`src/rtl/vga_timing_pkg.sv`:
```
// Shared constants and elaboration helpers for the VGA/XGA raster timing generator.
package vga_timing_pkg;

    // XGA 1024x768 defaults
    localparam int   DEF_CNT_W    = 11;
    localparam int   DEF_H_ACTIVE = 1024;
    localparam int   DEF_H_FP     = 24;
    localparam int   DEF_H_SYNC   = 136;
    localparam int   DEF_H_BP     = 144;
    localparam int   DEF_V_ACTIVE = 768;
    localparam int   DEF_V_FP     = 3;
    localparam int   DEF_V_SYNC   = 6;
    localparam int   DEF_V_BP     = 29;
    localparam logic DEF_HS_POL   = 1'b1;
    localparam logic DEF_VS_POL   = 1'b1;

    // Total period of one axis (pixels per line or lines per frame).
    function automatic int tot(input int active, input int fp, input int sync, input int bp);
        return active + fp + sync + bp;
    endfunction

    // Bits needed to hold values 0..value-1.
    function automatic int clog2(input int value);
        int res;
        int rem;
        res = 0;
        rem = value - 1;
        while (rem > 0) begin
            res = res + 1;
            rem = rem >> 1;
        end
        return res;
    endfunction

endpackage

```
`src/rtl/vga_axis_counter.sv`:
```
// One raster axis: wrapping counter with registered blank and sync decodes.
// The wrap strobe is combinational so the next axis can advance on the same edge.
module vga_axis_counter
    import vga_timing_pkg::*;
#(
    parameter int   CNT_W  = DEF_CNT_W,
    parameter int   ACTIVE = DEF_H_ACTIVE,
    parameter int   FP     = DEF_H_FP,
    parameter int   SYNC   = DEF_H_SYNC,
    parameter int   BP     = DEF_H_BP,
    parameter logic POL    = 1'b1
) (
    input  logic             clk,
    input  logic             rst,
    input  logic             adv,
    output logic [CNT_W-1:0] count,
    output logic             blank,
    output logic             blank_nxt,
    output logic             sync,
    output logic             wrap
);

    localparam int               TOT         = tot(ACTIVE, FP, SYNC, BP);
    localparam logic [CNT_W-1:0] LAST        = CNT_W'(TOT - 1);
    localparam logic [CNT_W-1:0] BLANK_START = CNT_W'(ACTIVE);
    localparam logic [CNT_W-1:0] SYNC_START  = CNT_W'(ACTIVE + FP);
    localparam logic [CNT_W-1:0] SYNC_STOP   = CNT_W'(ACTIVE + FP + SYNC - 1);

    logic [CNT_W-1:0] count_d, count_q;
    logic             blank_d, blank_q;
    logic             sync_d,  sync_q;

    // Next count and its decodes; registering the decodes keeps them aligned with count.
    // NOTE: every variable gets a value before any branch, so no path can infer a latch.
    always_comb begin
        wrap    = adv && (count_q == LAST);
        count_d = count_q;
        if (wrap) begin
            count_d = '0;
        end else if (adv) begin
            count_d = count_q + CNT_W'(1);
        end
        blank_d = (count_d >= BLANK_START);
        sync_d  = ((count_d >= SYNC_START) && (count_d <= SYNC_STOP)) ? POL : ~POL;
    end

    // State update; reset lands on count 0, which is visible and outside sync.
    // NOTE: non-blocking so every flop samples pre-edge values regardless of statement order.
    always_ff @(posedge clk) begin
        if (rst) begin
            count_q <= '0;
            blank_q <= 1'b0;
            sync_q  <= ~POL;
        end else begin
            count_q <= count_d;
            blank_q <= blank_d;
            sync_q  <= sync_d;
        end
    end

    assign count     = count_q;
    assign blank     = blank_q;
    assign blank_nxt = blank_d;
    assign sync      = sync_q;

endmodule

```
`src/rtl/vga_timing_gen.sv`:
```
// Parametrised VGA/XGA raster timing generator: counters, blanking, sync, data enable
// and line/frame start pulses, all registered together. en=0 freezes the raster.
module vga_timing_gen
    import vga_timing_pkg::*;
#(
    parameter int   CNT_W    = DEF_CNT_W,
    parameter int   H_ACTIVE = DEF_H_ACTIVE,
    parameter int   H_FP     = DEF_H_FP,
    parameter int   H_SYNC   = DEF_H_SYNC,
    parameter int   H_BP     = DEF_H_BP,
    parameter int   V_ACTIVE = DEF_V_ACTIVE,
    parameter int   V_FP     = DEF_V_FP,
    parameter int   V_SYNC   = DEF_V_SYNC,
    parameter int   V_BP     = DEF_V_BP,
    parameter logic HS_POL   = DEF_HS_POL,
    parameter logic VS_POL   = DEF_VS_POL
) (
    input  logic             pclk,
    input  logic             rst,
    input  logic             en,
    output logic [CNT_W-1:0] hcount,
    output logic [CNT_W-1:0] vcount,
    output logic             hblnk,
    output logic             vblnk,
    output logic             hsync,
    output logic             vsync,
    output logic             de,
    output logic             line_start,
    output logic             frame_start
);

    localparam int H_TOT = tot(H_ACTIVE, H_FP, H_SYNC, H_BP);
    localparam int V_TOT = tot(V_ACTIVE, V_FP, V_SYNC, V_BP);

    // Reject degenerate timings and totals the counters cannot represent.
    if (H_ACTIVE == 0 || H_FP == 0 || H_SYNC == 0 || H_BP == 0 ||
        V_ACTIVE == 0 || V_FP == 0 || V_SYNC == 0 || V_BP == 0) begin : g_zero_timing
        $error("vga_timing_gen: every timing parameter must be non-zero");
    end
    if (clog2(H_TOT) > CNT_W) begin : g_h_too_wide
        $error("vga_timing_gen: H_TOT %0d does not fit in CNT_W=%0d bits", H_TOT, CNT_W);
    end
    if (clog2(V_TOT) > CNT_W) begin : g_v_too_wide
        $error("vga_timing_gen: V_TOT %0d does not fit in CNT_W=%0d bits", V_TOT, CNT_W);
    end

    logic h_wrap, v_wrap, v_adv;
    logic h_blank_nxt, v_blank_nxt;

    // Lines advance only when the pixel counter wraps during an enabled cycle.
    assign v_adv = h_wrap & en;

    vga_axis_counter #(
        .CNT_W (CNT_W),
        .ACTIVE(H_ACTIVE),
        .FP    (H_FP),
        .SYNC  (H_SYNC),
        .BP    (H_BP),
        .POL   (HS_POL)
    ) u_h_axis (
        .clk      (pclk),
        .rst      (rst),
        .adv      (en),
        .count    (hcount),
        .blank    (hblnk),
        .blank_nxt(h_blank_nxt),
        .sync     (hsync),
        .wrap     (h_wrap)
    );

    vga_axis_counter #(
        .CNT_W (CNT_W),
        .ACTIVE(V_ACTIVE),
        .FP    (V_FP),
        .SYNC  (V_SYNC),
        .BP    (V_BP),
        .POL   (VS_POL)
    ) u_v_axis (
        .clk      (pclk),
        .rst      (rst),
        .adv      (v_adv),
        .count    (vcount),
        .blank    (vblnk),
        .blank_nxt(v_blank_nxt),
        .sync     (vsync),
        .wrap     (v_wrap)
    );

    logic de_d, de_q;
    logic line_start_d, line_start_q;
    logic frame_start_d, frame_start_q;

    // Data enable from next-state blanks; pulses from this cycle's wraps (both gated by en).
    always_comb begin
        de_d          = ~h_blank_nxt & ~v_blank_nxt;
        line_start_d  = h_wrap;
        frame_start_d = h_wrap & v_wrap;
    end

    // Register the top-level outputs alongside the axis counters.
    always_ff @(posedge pclk) begin
        if (rst) begin
            de_q          <= 1'b1;
            line_start_q  <= 1'b0;
            frame_start_q <= 1'b0;
        end else begin
            de_q          <= de_d;
            line_start_q  <= line_start_d;
            frame_start_q <= frame_start_d;
        end
    end

    assign de          = de_q;
    assign line_start  = line_start_q;
    assign frame_start = frame_start_q;

endmodule

```
`config.mk`:
```
export PLATFORM = sky130hd
export DESIGN_NAME = vga_timing_gen
export DESIGN_NICKNAME = d
export VERILOG_FILES = /design/src/rtl/vga_timing_pkg.sv /design/src/rtl/vga_axis_counter.sv /design/src/rtl/vga_timing_gen.sv
export SDC_FILE = /design/constraint.sdc
export NUM_CORES = 1
export LEC_CHECK = 0
export ABC_AREA = 1
export CAP_MARGIN = 20
export CORE_MARGIN = 5
export CORE_UTILIZATION = 45
export CTS_CLUSTER_DIAMETER = 100
export CTS_CLUSTER_SIZE = 24
export DETAILED_ROUTE_END_ITERATION = 6
export PLACE_DENSITY = 0.73
export SETUP_SLACK_MARGIN = 0.2
export SYNTH_ARGS = -nofsm -noshare
export SYNTH_HDL_FRONTEND = slang
export SYNTH_SLANG_ARGS = --single-unit
```
`constraint.sdc`:
```
create_clock -name pclk -period 1.5 [get_ports pclk]
set_clock_uncertainty 0.05 [all_clocks]
set_input_delay 0.15 -clock pclk [delete_from_list [all_inputs] [get_ports pclk]]
set_output_delay 0.15 -clock pclk [all_outputs]
set_load 0.01 [all_outputs]
```
Word level (Yosys, flattened, before mapping)
Index checks and enable logic that the tools add are counted.
{"block": "op_classes", "n_addsub": 2, "n_lt_le_gt_ge": 6, "n_eq_ne": 2, "mux": 6, "bitwise_logic": 5, "reduce_logical": 4}
{"cell": "$mux W11", "count": 4}
{"cell": "$add A11 B1 Y11 const B", "count": 2}
{"cell": "$ge A11 B10 Y1 const B", "count": 2}
{"cell": "$ge A11 B11 Y1 const B", "count": 2}
{"cell": "$eq A11 B10 Y1 const B", "count": 1}
{"cell": "$eq A11 B11 Y1 const B", "count": 1}
{"cell": "$le A11 B10 Y1 const B", "count": 1}
{"cell": "$le A11 B11 Y1 const B", "count": 1}
{"cell": "$logic_and A1 B1 Y1", "count": 4}
{"cell": "$and A1 B1 Y1", "count": 3}
{"cell": "$mux W1", "count": 2}
{"cell": "$not A1 Y1", "count": 2}
{"block": "totals", "regBits": 29, "output_inout_bits": 29, "word_cells": 34}

Longest topological paths before layout
{"block": "logic_depth", "depth_word": 8, "ltp_mapped": 14}

Hierarchy
Synthesis repeated with hierarchy kept, for this count alone.
{"block": "hier_totals", "hier_cells": 242, "area_unflattened_um2": 1647.8}
{"mod": "vga_axis_counter (u_v_axis)", "n_inst": 1, "cells_per_inst": 130, "area_per_inst_um2": 827.0, "seq_area_each_um2": 260.2}
{"mod": "vga_axis_counter (u_h_axis)", "n_inst": 1, "cells_per_inst": 101, "area_per_inst_um2": 729.4, "seq_area_each_um2": 260.2}
{"mod": "vga_timing_gen", "n_inst": 1, "cells_per_inst": 11, "area_per_inst_um2": 91.3, "seq_area_each_um2": 60.1}

Worst setup path after synthesis
No wires, ideal clock.
{"block": "synth_timing", "path_type": "reg-to-reg", "startpoint": "register u_v_axis.count_q[0], in the netlist u_v_axis.count[0]", "endpoint": "register u_v_axis.sync_q, in the netlist u_v_axis.sync", "arrival_time_ns": 1.562, "setup_slack_ns": -0.174, "path_stages_with_launch": 14, "period_less_slack_ns": 1.674, "cell_sequence": "dfxtp_1 > ha_1 > inv_1 > nor2_2 > nand3_1 > nand2_1 > nand2_1 > nand2_1 > nand2_1 > inv_1 > nand3_2 > nor2_1 > nand2_1 > nor2_2"}
{"block": "synth_between", "elab_chain_cells": 6, "word_cells_on_any_way": 9, "cone_classes": "add/sub (1); order compare (2); eq/ne (1); mux (3); reduce/logical (2)"}
{"element": "from (decl)", "line_no": "vga_axis_counter.sv:29", "source": "logic [CNT_W-1:0] count_d, count_q;"}
{"element": "from (signal assigned)", "line_no": "vga_axis_counter.sv:55", "source": "count_q <= count_d;"}
{"element": "$add A11 B1 Y11 or $eq A11 B10 Y1 (tied branches)", "line_no": "vga_axis_counter.sv:41, vga_axis_counter.sv:36"}
{"element": "$mux W11 or $logic_and A1 B1 Y1 (tied branches)", "line_no": "vga_axis_counter.sv:40, vga_axis_counter.sv:36"}
{"element": "$mux W11 (*)", "line_no": "vga_axis_counter.sv:38", "source": "if (wrap) begin"}
{"element": "$ge A11 B10 Y1 or $le A11 B10 Y1 (tied branches)", "line_no": "vga_axis_counter.sv:44", "source": "sync_d = ((count_d >= SYNC_START) && (count_d <= SYNC_STOP)) ? POL : ~POL;"}
{"element": "$logic_and A1 B1 Y1 (*)", "line_no": "vga_axis_counter.sv:44"}
{"element": "$mux W1 (*)", "line_no": "vga_axis_counter.sv:44"}
{"element": "to (signal assigned)", "line_no": "vga_axis_counter.sv:53", "source": "sync_q <= ~POL;"}
{"element": "to (signal assigned)", "line_no": "vga_axis_counter.sv:57", "source": "sync_q <= sync_d;"}
{"element": "to (decl)", "line_no": "vga_axis_counter.sv:31", "source": "logic sync_d, sync_q;"}
Every way passes the cells marked *; elsewhere a longest branch is shown, timed or not.
A chain may end at the register's enable or synchronous reset.

Final worst setup path
{"block": "layout_timing", "startpoint": "register u_h_axis.count_q[4], in the netlist u_h_axis.count[4]", "endpoint": "register de_q, in the netlist de"}
{"block": "layout_between", "elab_chain_cells": 8, "word_cells_on_any_way": 14, "cone_classes": "add/sub (1); order compare (2); eq/ne (1); mux (4); bitwise (4); reduce/logical (2)"}
{"element": "from (decl)", "line_no": "vga_axis_counter.sv:29"}
{"element": "from (signal assigned)", "line_no": "vga_axis_counter.sv:55"}
{"element": "parallel branches: the longest is 7 deep, another holds $add A11 B1 Y11"}
{"element": "$and A1 B1 Y1 (*)", "line_no": "vga_timing_gen.sv:95", "source": "de_d = ~h_blank_nxt & ~v_blank_nxt;"}
{"element": "to (signal assigned)", "line_no": "vga_timing_gen.sv:103", "source": "de_q <= 1'b1;"}
{"element": "to (signal assigned)", "line_no": "vga_timing_gen.sv:107", "source": "de_q <= de_d;"}
{"element": "to (decl)", "line_no": "vga_timing_gen.sv:89", "source": "logic de_d, de_q;"}
Mark *: on every way between the ends.

==> flow_summary.toml <==
[outcome]
status = "finished with violations"
violations = "setup timing"

[layout]
drive_gt1_share_pct = 54.1
nets = 386
post-route-cell-area_mm2 = 0.00329
areaGrowthSynthToFinish_pct = 83.1
antenna_cells = 0
postLayoutCoreUtil_pct = 83.4
layout_common_cells = "buf_4 (59), nand2_1 (50), inv_1 (27), nand2_2 (27), dlygate4sd2_1 (25)"
final_common_cell = "buf_4"

[timing]
max_slew.worst_pin.slew_ns = 0.429
rsz0062_at_grt = "true"
fin_ws_ns = -0.240
fmax_mhz = 575
hold_violations = 0
timing.slew.headroom_pct = 71.2
setup_viol = 13
finalCritPeriodShare_pct = 116
fin_crit_ns = 1.74
finalMaxSlewViolations = 0

[drt]
wl_per_cell_um = 15.4
drtIter0Drc = 137
drcViolationCount = 0
antenna_left = 0
vias_per_cell = 5.08
wl_um = 6630
drt-pass1-iter-count = 4
vias = 2189

[critical_path]
crit_required_ns = 1.63
cp-end-kind = "flop"
worst_setup_path_start_kind = "flop"
arrival_ns = 1.87
crit_fanout = 6
critPathKind = "flop to flop"

[logic_synthesis]
synth_top_area_share_pct = 32.3
ys_ff_latch = 29
syn_avg_cell_area_um2 = 6.70
synth.distinct_cells = 26
seq_area_frac_synth_pct = 32.3
synth_warnings = 0
synth_cells = 268
synthTopCellsByArea = "dfxtp_1 (32%), nand2_1 (15%), nor2_1 (7.5%)"
syn-num-nets = 274
synth_area_leader_cell = "dfxtp_1"
synth_area_mm2 = 0.00180

[clock_network]
clock_tree.root_cell = "clkbuf_8"
cts_hold_buf = 0
worstSkewPairLatency_ns = 0.28
cts_buffers = 5
clockBufferDepth = 2
path_clk_slew_ns = 0.07
cts.sinks = 29
cts_tree = "done"
htreeDepth = 2

[global_routing]
grt_usage_pct = 23.1
grt_first_pass_wirelength_um = 9600
grt_max_degree = 19
antenna_found_initial = 0
grt_pass1_vias = 2146
grt_overflow = 0

[placed_design]
portBuffers = 31
placed_cell_area_mm2 = 0.00273
hpwl_um = 3870
place_ws_ns = -0.378
gp_routability_congestion = 0.925

[power]
p_sw_share_pct = 22.4
seq_power_share_pct = 46.5
ir_drop_v = 0.000516
p_per_area_mw_per_mm2 = 507
pwr-share-clk_pct = 47.2
p_sw_uw = 373
p_int_uw = 1290
power_leakage_uw = 0.00163
combPwrFrac_pct = 6.3

[die]
die-width_um = 73.2
die_height_um = 73.2
initial_core_util_pct = 45.5
ios = 32
num_rows = 23
dieArea_mm2 = 0.00535
core_mm2 = 0.00394

[hold_path]
holdCritPathClass = "input pin to flop"

[job]
maxCapViolCount = 0
[path summary, 6_finish.rpt]
| kind | depth (start not counted) | endpoint | start | slack (ns) |
|---|---|---|---|---|
| max | 12 | de$_SDFF_PP1_ | u_h_axis.count[4]$_SDFF_PP0_ | -0.24 |
| min | 4 | u_h_axis.count[0]$_SDFF_PP0_ | en | 0.39 |
| max reg2reg | 12 | de$_SDFF_PP1_ | u_h_axis.count[4]$_SDFF_PP0_ | -0.24 |
| min reg2reg | 2 | u_v_axis.count[6]$_SDFF_PP0_ | u_v_axis.count[6]$_SDFF_PP0_ | 0.50 |
[worst max-delay path: stages, from the launching register on]
cell and delay, ns:
dfxtp_1 0.32, inv_1 0.08, nand2_1 0.11, nor2_4 0.20, nand3_4 0.09, nor2_4 0.23
buf_6 0.15, buf_6 0.09, nand2_4 0.05, nand2_2 0.08, inv_2 0.06, nand3_2 0.05
nand2_1 0.06
[per-layer routing]
layer  vias up  global-route usage, %  routed length [um]
li1       1052                      -                   -
met1      1048                   26.8                2590
met2        70                   42.1                3610
met3        19                   3.44                 251
met4         0                   8.81                 180
met5         -                      0                   0
[power by group through the flow]
| stage | clock (uW) | combinational, uW | sequential, uW |
|---|---|---|---|
| after detailed placement | 0 | 83.4 | 794 |
| after CTS | 795 | 93.2 | 775 |
| after floorplan | 0 | 34.3 | 799 |
| after global routing | 825 | 113 | 776 |
| after global placement | 0 | 82.3 | 794 |
| final | 786 | 105 | 775 |
[synthesized netlist by cell type, drive strengths merged]
library cell / n
nand3b: 1
dfxtp: 29
o211ai: 1
ha: 3
clkinv: 1
nand4: 10
o21bai: 1
nor3: 6
nand2: 81
nor3b: 1
xor2: 8
inv: 41
o21ai: 1
nor2: 49
buf: 2
nand3: 25
clkbuf: 2
a21oi: 6
[flip-flops by register name, indices dropped and copies added (netlist names)]
signal,cells
u_h_axis.count,11
line_start,1
de,1
u_h_axis.sync,1
u_v_axis.blank,1
frame_start,1
u_h_axis.blank,1
u_v_axis.sync,1
u_v_axis.count,11
[kinds of logic after synthesis]
group / after synthesis / share of synthesized area [%]
AO/OA/AOI/OAI: 9 / 3.00
adder cells (fa/ha/maj): 3 / 2.09
AND/OR/NAND/NOR: 173 / 48.4
buffers and inverters: 46 / 10.3
flip-flops: 29 / 32.3
XOR/XNOR: 8 / 3.90
[final cells by class]
| type | instances | area (um^2) |
|---|---|---|
| Clock buffer | 8 | 111 |
| Fill cell | 216 | 654 |
| Inverter | 42 | 163 |
| Multi-Input combinational cell | 193 | 1400 |
| Sequential cell | 29 | 609 |
| Tap cell | 50 | 62.6 |
| Timing Repair Buffer | 109 | 946 |
[per-stage QoR]
step	power (uW)	hold WS, ns	TNS [ns]	std cells
after floorplan	833	0.385	0	268
after global placement	876	0.497	-4.25	408
after detailed placement	878	0.499	-5.00	408
after CTS	1660	0.479	-0.879	424
after global routing	1710	0.409	-3.10	431
final	1670	0.388	-1.56	431
[timing repair]
item | CTS | global route
gates resized for setup | 82 | 46
pin swaps | 35 | 30
buffers inserted | 8 | 7
hold endpoints to repair | 0 | 0
setup endpoints to repair | 56 | 31
Note: power is estimated with default switching activity, not from simulation.
